===== config.mk =====
export PLATFORM = sky130hd
export DESIGN_NAME = frv_irq_arbiter
export DESIGN_NICKNAME = d
export VERILOG_FILES = /design/src/rtl/frv_irq_arbiter.sv
export SDC_FILE = /design/constraint.sdc
export NUM_CORES = 1
export LEC_CHECK = 0
export ABC_AREA = 0
export BUFFER_PORTS_ARGS = -buffer_cell sky130_fd_sc_hd__buf_2
export CAP_MARGIN = 20
export CELL_PAD_IN_SITES_DETAIL_PLACEMENT = 1
export CELL_PAD_IN_SITES_GLOBAL_PLACEMENT = 1
export CORE_ASPECT_RATIO = 1.25
export CORE_MARGIN = 1.5
export CORE_UTILIZATION = 35
export CTS_CLUSTER_SIZE = 25
export DETAILED_ROUTE_END_ITERATION = 6
export GPL_TIMING_DRIVEN = 0
export PLACE_DENSITY = 0.68
export SETUP_SLACK_MARGIN = 0.5
export SYNTH_ARGS = -nofsm -noshare
export SYNTH_HDL_FRONTEND = slang
export SYNTH_SLANG_ARGS = --single-unit

===== constraint.sdc =====
create_clock -name g_clk -period 28.6 [get_ports g_clk]
set_input_delay 1.43 -clock g_clk [delete_from_list [all_inputs] [get_ports g_clk]]
set_output_delay 1.43 -clock g_clk [all_outputs]
set_load 0.01 [all_outputs]

===== src/rtl/frv_irq_arbiter.sv =====
// Platform interrupt arbiter: per-source gateways, priority/threshold selection,
// claim/complete handshake and a small configuration register port.
module frv_irq_arbiter #(
    parameter int unsigned NSRC   = 8,
    parameter int unsigned PRIO_W = 3
) (
    input  logic              g_clk,
    input  logic              g_reset,
    input  logic [NSRC-1:0]   src_irq,
    output logic              ex_pending,
    input  logic              claim_req,
    output logic              claim_ack,
    output logic [4:0]        claim_id,
    input  logic              complete_valid,
    input  logic [4:0]        complete_id,
    input  logic              cfg_wen,
    input  logic              cfg_ren,
    input  logic [5:0]        cfg_addr,
    input  logic [31:0]       cfg_wdata,
    output logic [31:0]       cfg_rdata
);

    typedef enum logic [1:0] {
        GW_IDLE   = 2'd0,
        GW_PEND   = 2'd1,
        GW_FLIGHT = 2'd2
    } gw_state_e;

    gw_state_e         gw_q   [1:NSRC];
    gw_state_e         gw_d   [1:NSRC];
    logic [PRIO_W-1:0] prio_q [1:NSRC];
    logic [PRIO_W-1:0] prio_d [1:NSRC];
    logic [NSRC:1]     en_q, en_d;
    logic [PRIO_W-1:0] thr_q, thr_d;
    logic [4:0]        best_id_q, best_id_d;
    logic              ex_pending_q, ex_pending_d;
    logic              claim_ack_q, claim_ack_d;
    logic [4:0]        claim_id_q, claim_id_d;
    logic [31:0]       cfg_rdata_q, cfg_rdata_d;
    logic [NSRC:1]     pend_map, flight_map;
    logic [PRIO_W-1:0] best_prio;
    logic [31:0]       rd_val;
    logic              unused_wdata;

    assign unused_wdata = ^cfg_wdata;

    // Completion only matches IDs 1..NSRC in FLIGHT, so ID 0 / out-of-range IDs fall out naturally.
    always_comb begin
        for (int unsigned i = 1; i <= NSRC; i++) begin
            gw_d[i] = gw_q[i];
            case (gw_q[i])
                GW_IDLE:   if (src_irq[i-1]) gw_d[i] = GW_PEND;
                GW_PEND:   if (claim_req && best_id_q == 5'(i)) gw_d[i] = GW_FLIGHT;
                GW_FLIGHT: if (complete_valid && complete_id == 5'(i)) gw_d[i] = GW_IDLE;
                default:   gw_d[i] = GW_IDLE;
            endcase
        end
    end

    always_comb begin
        thr_d = thr_q;
        en_d  = en_q;
        for (int unsigned i = 1; i <= NSRC; i++) begin
            prio_d[i] = prio_q[i];
        end
        if (cfg_wen) begin
            if (cfg_addr == 6'h00) thr_d = cfg_wdata[PRIO_W-1:0];
            if (cfg_addr == 6'h01) en_d  = cfg_wdata[NSRC:1];
            for (int unsigned i = 1; i <= NSRC; i++) begin
                if (cfg_addr == 6'(16 + i)) prio_d[i] = cfg_wdata[PRIO_W-1:0];
            end
        end
    end

    // Selection looks at next-state values so the registered best_id matches visible state.
    always_comb begin
        best_id_d = '0;
        best_prio = '0;
        for (int unsigned i = 1; i <= NSRC; i++) begin
            if (gw_d[i] == GW_PEND && en_d[i] && prio_d[i] > thr_d && prio_d[i] > best_prio) begin
                best_id_d = 5'(i);
                best_prio = prio_d[i];
            end
        end
        ex_pending_d = (best_id_d != '0);
    end

    always_comb begin
        for (int unsigned i = 1; i <= NSRC; i++) begin
            pend_map[i]   = (gw_q[i] == GW_PEND);
            flight_map[i] = (gw_q[i] == GW_FLIGHT);
        end
        rd_val = '0;
        case (cfg_addr)
            6'h00:   rd_val = 32'(thr_q);
            6'h01:   rd_val = 32'({en_q, 1'b0});
            6'h02:   rd_val = 32'({pend_map, 1'b0});
            6'h03:   rd_val = 32'({flight_map, 1'b0});
            default: begin
                for (int unsigned i = 1; i <= NSRC; i++) begin
                    if (cfg_addr == 6'(16 + i)) rd_val = 32'(prio_q[i]);
                end
            end
        endcase
        cfg_rdata_d = cfg_ren ? rd_val : cfg_rdata_q;
        claim_ack_d = claim_req;
        claim_id_d  = claim_req ? best_id_q : claim_id_q;
    end

    always_ff @(posedge g_clk) begin
        if (g_reset) begin
            for (int unsigned i = 1; i <= NSRC; i++) begin
                gw_q[i]   <= GW_IDLE;
                prio_q[i] <= '0;
            end
            en_q         <= '0;
            thr_q        <= '0;
            best_id_q    <= '0;
            ex_pending_q <= 1'b0;
            claim_ack_q  <= 1'b0;
            claim_id_q   <= '0;
            cfg_rdata_q  <= '0;
        end else begin
            for (int unsigned i = 1; i <= NSRC; i++) begin
                gw_q[i]   <= gw_d[i];
                prio_q[i] <= prio_d[i];
            end
            en_q         <= en_d;
            thr_q        <= thr_d;
            best_id_q    <= best_id_d;
            ex_pending_q <= ex_pending_d;
            claim_ack_q  <= claim_ack_d;
            claim_id_q   <= claim_id_d;
            cfg_rdata_q  <= cfg_rdata_d;
        end
    end

    assign ex_pending = ex_pending_q;
    assign claim_ack  = claim_ack_q;
    assign claim_id   = claim_id_q;
    assign cfg_rdata  = cfg_rdata_q;

endmodule

# Word level (Yosys, flattened, before mapping)
# Memories as Yosys holds them, arrays and structs flattened.
# Cells that the tools add are included.
[word_totals]
ff_bits = 55
ramBits = 40
inputBits = 57
out_inout_bits = 39
elab_cells = 230
memories = 2
[memory_table]
columns = ["name", "words", "word_bits", "read_ports", "rd_clocked_by_memory_dff", "wr", "line", "text"]
rows = [
  ["prio_q", 8, 3, 8, 0, 8, "31", "logic [PRIO_W-1:0] prio_q [1:NSRC];"],
  ["gw_q", 8, 2, 8, 0, 8, "29", "gw_state_e gw_q [1:NSRC];"],
]
[classes]
n_lt_le_gt_ge = 16
n_eq_ne = 51
muxes = 88
bitwise_logic = 16
reduce_logical = 50
[op_table]
columns = ["op", "n"]
rows = [
  ["$mux 32", 7],
  ["$pmux 32 s4", 1],
  ["$mux 3", 26],
  ["$mux 2", 32],
  ["$eq 6x5->1 const B", 8],
  ["$pmux 2 s3", 8],
  ["$gt 3x3->1", 15],
  ["$eq 5x3->1 const B", 8],
  ["$logic_and 1x1->1", 40],
  ["$mux 5", 7],
  ["$eq 2x1->1 const B", 16],
  ["$mux 24", 1],
  ["$eq 5x2->1 const B", 4],
  ["$eq 2x2->1 const B", 8],
  ["$logic_not 2->1", 8],
  ["$mux 8", 2],
  ["$or 1x1->1", 16],
  ["$eq 6x2->1 const B", 2],
  ["$eq 5x1->1 const B", 2],
  ["$eq 5x4->1 const B", 2],
  ["$eq 6x1->1 const B", 1],
  ["$logic_not 6->1", 1],
  ["$reduce_bool 5->1", 1],
  ["$mux 1", 4],
  ["$gt 3x1->1 const B", 1],
]

# Logic depth before layout (Yosys ltp)
[logic_depth]
word_depth = 31
mapped_depth = 72
depth_no_buf = 67

# Worst setup path after synthesis
# No wires, ideal clock.
[synth_path]
kind = "input to register"
startpoint = "in cfg_addr[3]"
endpoint = "reg ex_pending_q (netlist: ex_pending)"
setup_time_ns = 0.120
t_arrival_ns = 13.544
path_slack_ns = 14.936
stages = 62
path_cell_list = "or4b_1 > clkbuf_1 > nor2_1 > mux2i_1 > inv_1 > ha_1 > nor4b_1 > a311o_1 > nand2_1 > or2_2 > inv_1 > ha_1 > and3_1 > nor4_1 > and3_1 > buf_6 > mux2i_1 > ha_1 > (+26 left out) > and3b_1 > buf_6 > mux2i_1 > ha_1 > nor2b_1 > o21a_1 > o211ai_1 > a311o_1 > clkbuf_1 > inv_1 > o31ai_1 > ha_1 > a21o_1 > a21oi_1 > nor3_1 > o2111ai_1 > nand4_1 > o31a_1"
[synth_lines]
columns = ["item", "line", "text"]
rows = [
  ["from (decl)", "18", "input logic [5:0] cfg_addr,"],
  ["to (signal assigned)", "131", "ex_pending_q <= ex_pending_d;"],
  ["to (decl)", "36", "logic ex_pending_q, ex_pending_d;"],
]

# Worst setup path after layout
[layout_path]
startpoint = "in cfg_addr[3]"
endpoint = "reg best_id_q[0]"
[layout_via]
elab_chain_cells = 28
elab_cells_between_ends = 78
[layout_rtl]
columns = ["item", "line", "text"]
rows = [
  ["$logic_not 6->1 (*)", "67", "if (cfg_addr == 6'h00) thr_d = cfg_wdata[PRIO_W-1:0];"],
  ["$mux 3 (*)", "67", ""],
  ["$mux 3 (*)", "66", "if (cfg_wen) begin"],
  ["net thr_d[0]", "34", "logic [PRIO_W-1:0] thr_q, thr_d;"],
  ["$gt 3x3->1", "80", "if (gw_d[i] == GW_PEND && en_d[i] && prio_d[i] > thr_d && prio_d[i] > best_prio) begin"],
  ["$logic_and 1x1->1 (2 in series)", "80", ""],
  ["$mux 3", "80", ""],
  ["$gt 3x3->1", "80", ""],
  ["(+12 left out)", "n/a", ""],
  ["$logic_and 1x1->1", "80", ""],
  ["$mux 3", "80", ""],
  ["$gt 3x3->1", "80", ""],
  ["$logic_and 1x1->1", "80", ""],
  ["$mux 3", "80", ""],
  ["$gt 3x3->1", "80", ""],
  ["$logic_and 1x1->1", "80", ""],
  ["$mux 5 (*)", "80", ""],
  ["to (signal assigned)", "130", "best_id_q <= best_id_d;"],
  ["to (decl)", "35", "logic [4:0] best_id_q, best_id_d;"],
]
# Mark *: on every way through the listed nets, which the timed path passes. The rest lies on a longest branch.
# A chain may end at the register's enable or synchronous reset.

==> flow_metrics.py <==
metrics = {
    "run_status": {
        "outcome": "completed",
    },
    "synthesis": {
        "yosysWarnings": 0,
        "synth_top_area_frac": 0.2790,
        "syn-instance-count": 619,
        "postSynth.asyncResetShare": 0,
        "synth-seq-cells": 70,
        "synth_top_area_cell": "dfxtp_1",
        "ys_types": 68,
        "synth_top_flop_cell": "dfxtp_1",
        "syn-cell-area_um2": 5024,
        "synth_edf_count": 0,
        "yosysSeqAreaShare": 0.2790,
        "avgSynthCellArea_um2": 8.116,
        "synth.area.top_cells": "dfxtp_1 28%, ha_1 8.7%, nor2_1 7.1%",
    },
    "floorplanning": {
        "die_y_um": 136.9,
        "coreArea_um2": 13930,
        "fp.dieW_um": 110.2,
        "fp.dieArea_um2": 15090,
        "rows": 48,
        "start_util": 0.3605,
        "pin_count": 96,
    },
    "place": {
        "gp_congestion": 0.8345,
        "detailedPlace.worstSlack_ps": 12150,
        "port_buffers": 41,
        "dp_cells": 858,
        "place_area_um2": 5534,
        "dp.final_hpwl_mm": 13.91,
    },
    "layout": {
        "n_fill_cell": 1726,
        "nets": 787,
        "layout.cells.non_filler": 874,
        "area_delta_synth_final_pct": 16.29,
        "fin_area_um2": 5842,
        "drive_gt1_frac": 0.1559,
        "diodes": 0,
    },
    "setup_path": {
        "crit_path_max_fanout": 9,
        "crit_type": "input port to flip-flop",
        "max_stage_delay_ps": 720,
        "worstPathRequired_ps": 28850,
        "r2r_setup_slack_ps": 15050,
        "cp-start-kind": "input port",
        "cp_common_cell": "ha_1",
        "critPathCaptureType": "flip-flop",
        "cpMaxStageDelayCell": "nor4_1",
        "worstPathArrival_ps": 15920,
    },
    "clock_network": {
        "cts-root-buf": "clkbuf_16",
        "clock_latency_ps": 330,
        "cts.path.max_buffers": 2,
        "cts_resized": 0,
        "cts.clk_slew.worst_paths_ps": 60,
        "clkSinkCount": 70,
        "ctsHtreeMaxLevel": 3,
        "cts_buffers": 9,
        "post_cts_buffers": 0,
        "cts_tree": "built",
        "cts-hold-fix-buffers": 0,
    },
    "sta": {
        "fin_crit_ps": 15670,
        "setup_viol": 0,
        "rsz0062_at_grt": "false",
        "period_share": 0.5478,
        "drv_slew": 0,
        "hold_viol_final": 0,
        "worst_pin_slew_ps": 819.9,
        "holdWs_ps": 484.7,
        "skew_ps": 9.025,
        "fmax_mhz": 63.83,
        "slew_headroom": 0.4459,
        "setup_slack_ps": 12930,
        "tns_ps": 0,
    },
    "route": {
        "drc": 0,
        "drt_iter0_markers": 218,
        "dr_total_vias": 4838,
        "final_antenna_net_count": 0,
        "routedWlPerCell_um": 19.61,
        "wirelength_mm": 17.14,
        "viasPerCell": 5.535,
        "dr.pass1.iters": 4,
    },
    "power": {
        "pwr-share-clk": 0.478,
        "combPwrFrac": 0.101,
        "sw_frac_of_total": 0.2448,
        "p_int_uw": 179.7,
        "pwr_density_cell_nw_per_um2": 40.72,
        "switchingPower_uw": 58.25,
        "ir_worst_vdd_uv": 27.31,
        "seqPwrFrac": 0.421,
        "leakage_nw": 2.551,
    },
    "global_route": {
        "grt_pass1_wl_mm": 26.79,
        "grt_max_degree": 12,
        "grt_pass1_vias": 5115,
        "antenna_found_initial": 0,
        "gr-total-overflow": 0,
        "grt_use_total": 0.2367,
    },
    "run": {
        "maxCapViolCount": 0,
    },
    "worst_hold_path": {
        "holdCritPathClass": "flip-flop to flip-flop",
    },
}
[kinds of logic (layout without fill, tap and decap cells)]
logic type      Yosys count  count (layout)  synth area share
flops                    70              70            0.2790
mux                      47              47           0.09714
xor+xnor                  4               4          0.006973
other cells               1              24         0.0007465
buf+inv                  77             134           0.08194
fa+ha+maj                37              37           0.09116
compound gates          134             134            0.1838
simple gates            249             249            0.2593
[critical path, delay by kind of cell]
family,cells,cell delay [ps]
adders and majority gates,9,2550
buffers and inverters,9,1250
muxes,4,1220
and+or+nand+nor,27,6280
AOI/OAI and AO/OA,15,3150
[Yosys cell counts (6+ instances only)]
master / count
a21oi_1: 32
a22o_1: 6
a31oi_1: 6
and2_1: 15
and3_1: 8
buf_4: 24
clkbuf_1: 25
dfxtp_1: 70
ha_1: 35
inv_1: 22
mux2_2: 14
mux2i_1: 33
nand2_1: 41
nand3_1: 15
nand4_1: 6
nor2_1: 95
nor2b_1: 16
o21a_1: 6
o21ai_0: 24
or3_1: 7
[final timing paths]
| kind | depth (start not counted) | start | end |
|---|---|---|---|
| max | 64 | cfg_addr[3] | best_id_q[0] |
| min | 2 | cfg_rdata[0] | cfg_rdata[0] |
| min reg2reg | 2 | cfg_rdata[0] | cfg_rdata[0] |
| max reg2reg | 61 | thr_q[0] | best_id_q[0] |
[layout by cell type (no fill, tap or decap), drive strengths merged, types with 6 or more instances in the layout]
cell type / synthesis / layout
a21oi: 32 / 32
a22o: 6 / 6
a31oi: 6 / 6
and2: 15 / 15
and3: 8 / 8
buf: 30 / 72
clkbuf: 25 / 37
conb: 1 / 24
dfxtp: 70 / 70
ha: 35 / 35
inv: 22 / 22
mux2: 14 / 14
mux2i: 33 / 33
nand2: 41 / 41
nand3: 15 / 15
nand4: 6 / 6
nor2: 96 / 96
nor2b: 16 / 16
o21a: 7 / 7
o21ai: 25 / 25
or3: 8 / 8
[power by group through the flow]
stage | clock (mW) | combinational (mW) | sequential [mW]
global placement | 0 | 0.0233 | 0.102
CTS | 0.116 | 0.0240 | 0.100
detailed placement | 0 | 0.0239 | 0.102
finish | 0.114 | 0.0241 | 0.100
global route | 0.120 | 0.0266 | 0.100
floorplan | 0 | 0.0154 | 0.102
[metal layers]
metal | GRT usage | vias up | part of all wire
li1 | - | 2344 | -
met1 | 0.2591 | 2362 | 0.39
met2 | 0.4455 | 95 | 0.53
met3 | 0.02524 | 37 | 0.034
met4 | 0.1147 | 0 | 0.039
met5 | 0 | - | 0
[metrics by stage]
step / util / power [mW]
finish: 0.4193 / 0.2379
CTS: 0.4187 / 0.2403
global route: 0.4193 / 0.2464
floorplan: - / 0.1174
global placement: 0.3972 / 0.1255
detailed placement: 0.3972 / 0.1262
[registers in the layout, indices dropped and copies added (netlist names)]
signal,cells
cfg_rdata,9
ex_pending,1
thr_q,3
claim_ack,1
en_q,8
gw_q,16
claim_id,4
best_id_q,4
prio_q,24
[cell type report]
class,count,area (um2),share of cell area
clock buffers,12,256.5,0.04391
flip-flops and latches,70,1401,0.2399
repair buffers,42,212.7,0.03641
well taps,175,219.0,0.03748
multi-input cells,495,3297,0.5644
clock inverters,3,43.79,0.007496
inverters,22,82.58,0.01414
plain buffers,55,329.1,0.05633
No activity file was read; power rests on OpenSTA's default activity.
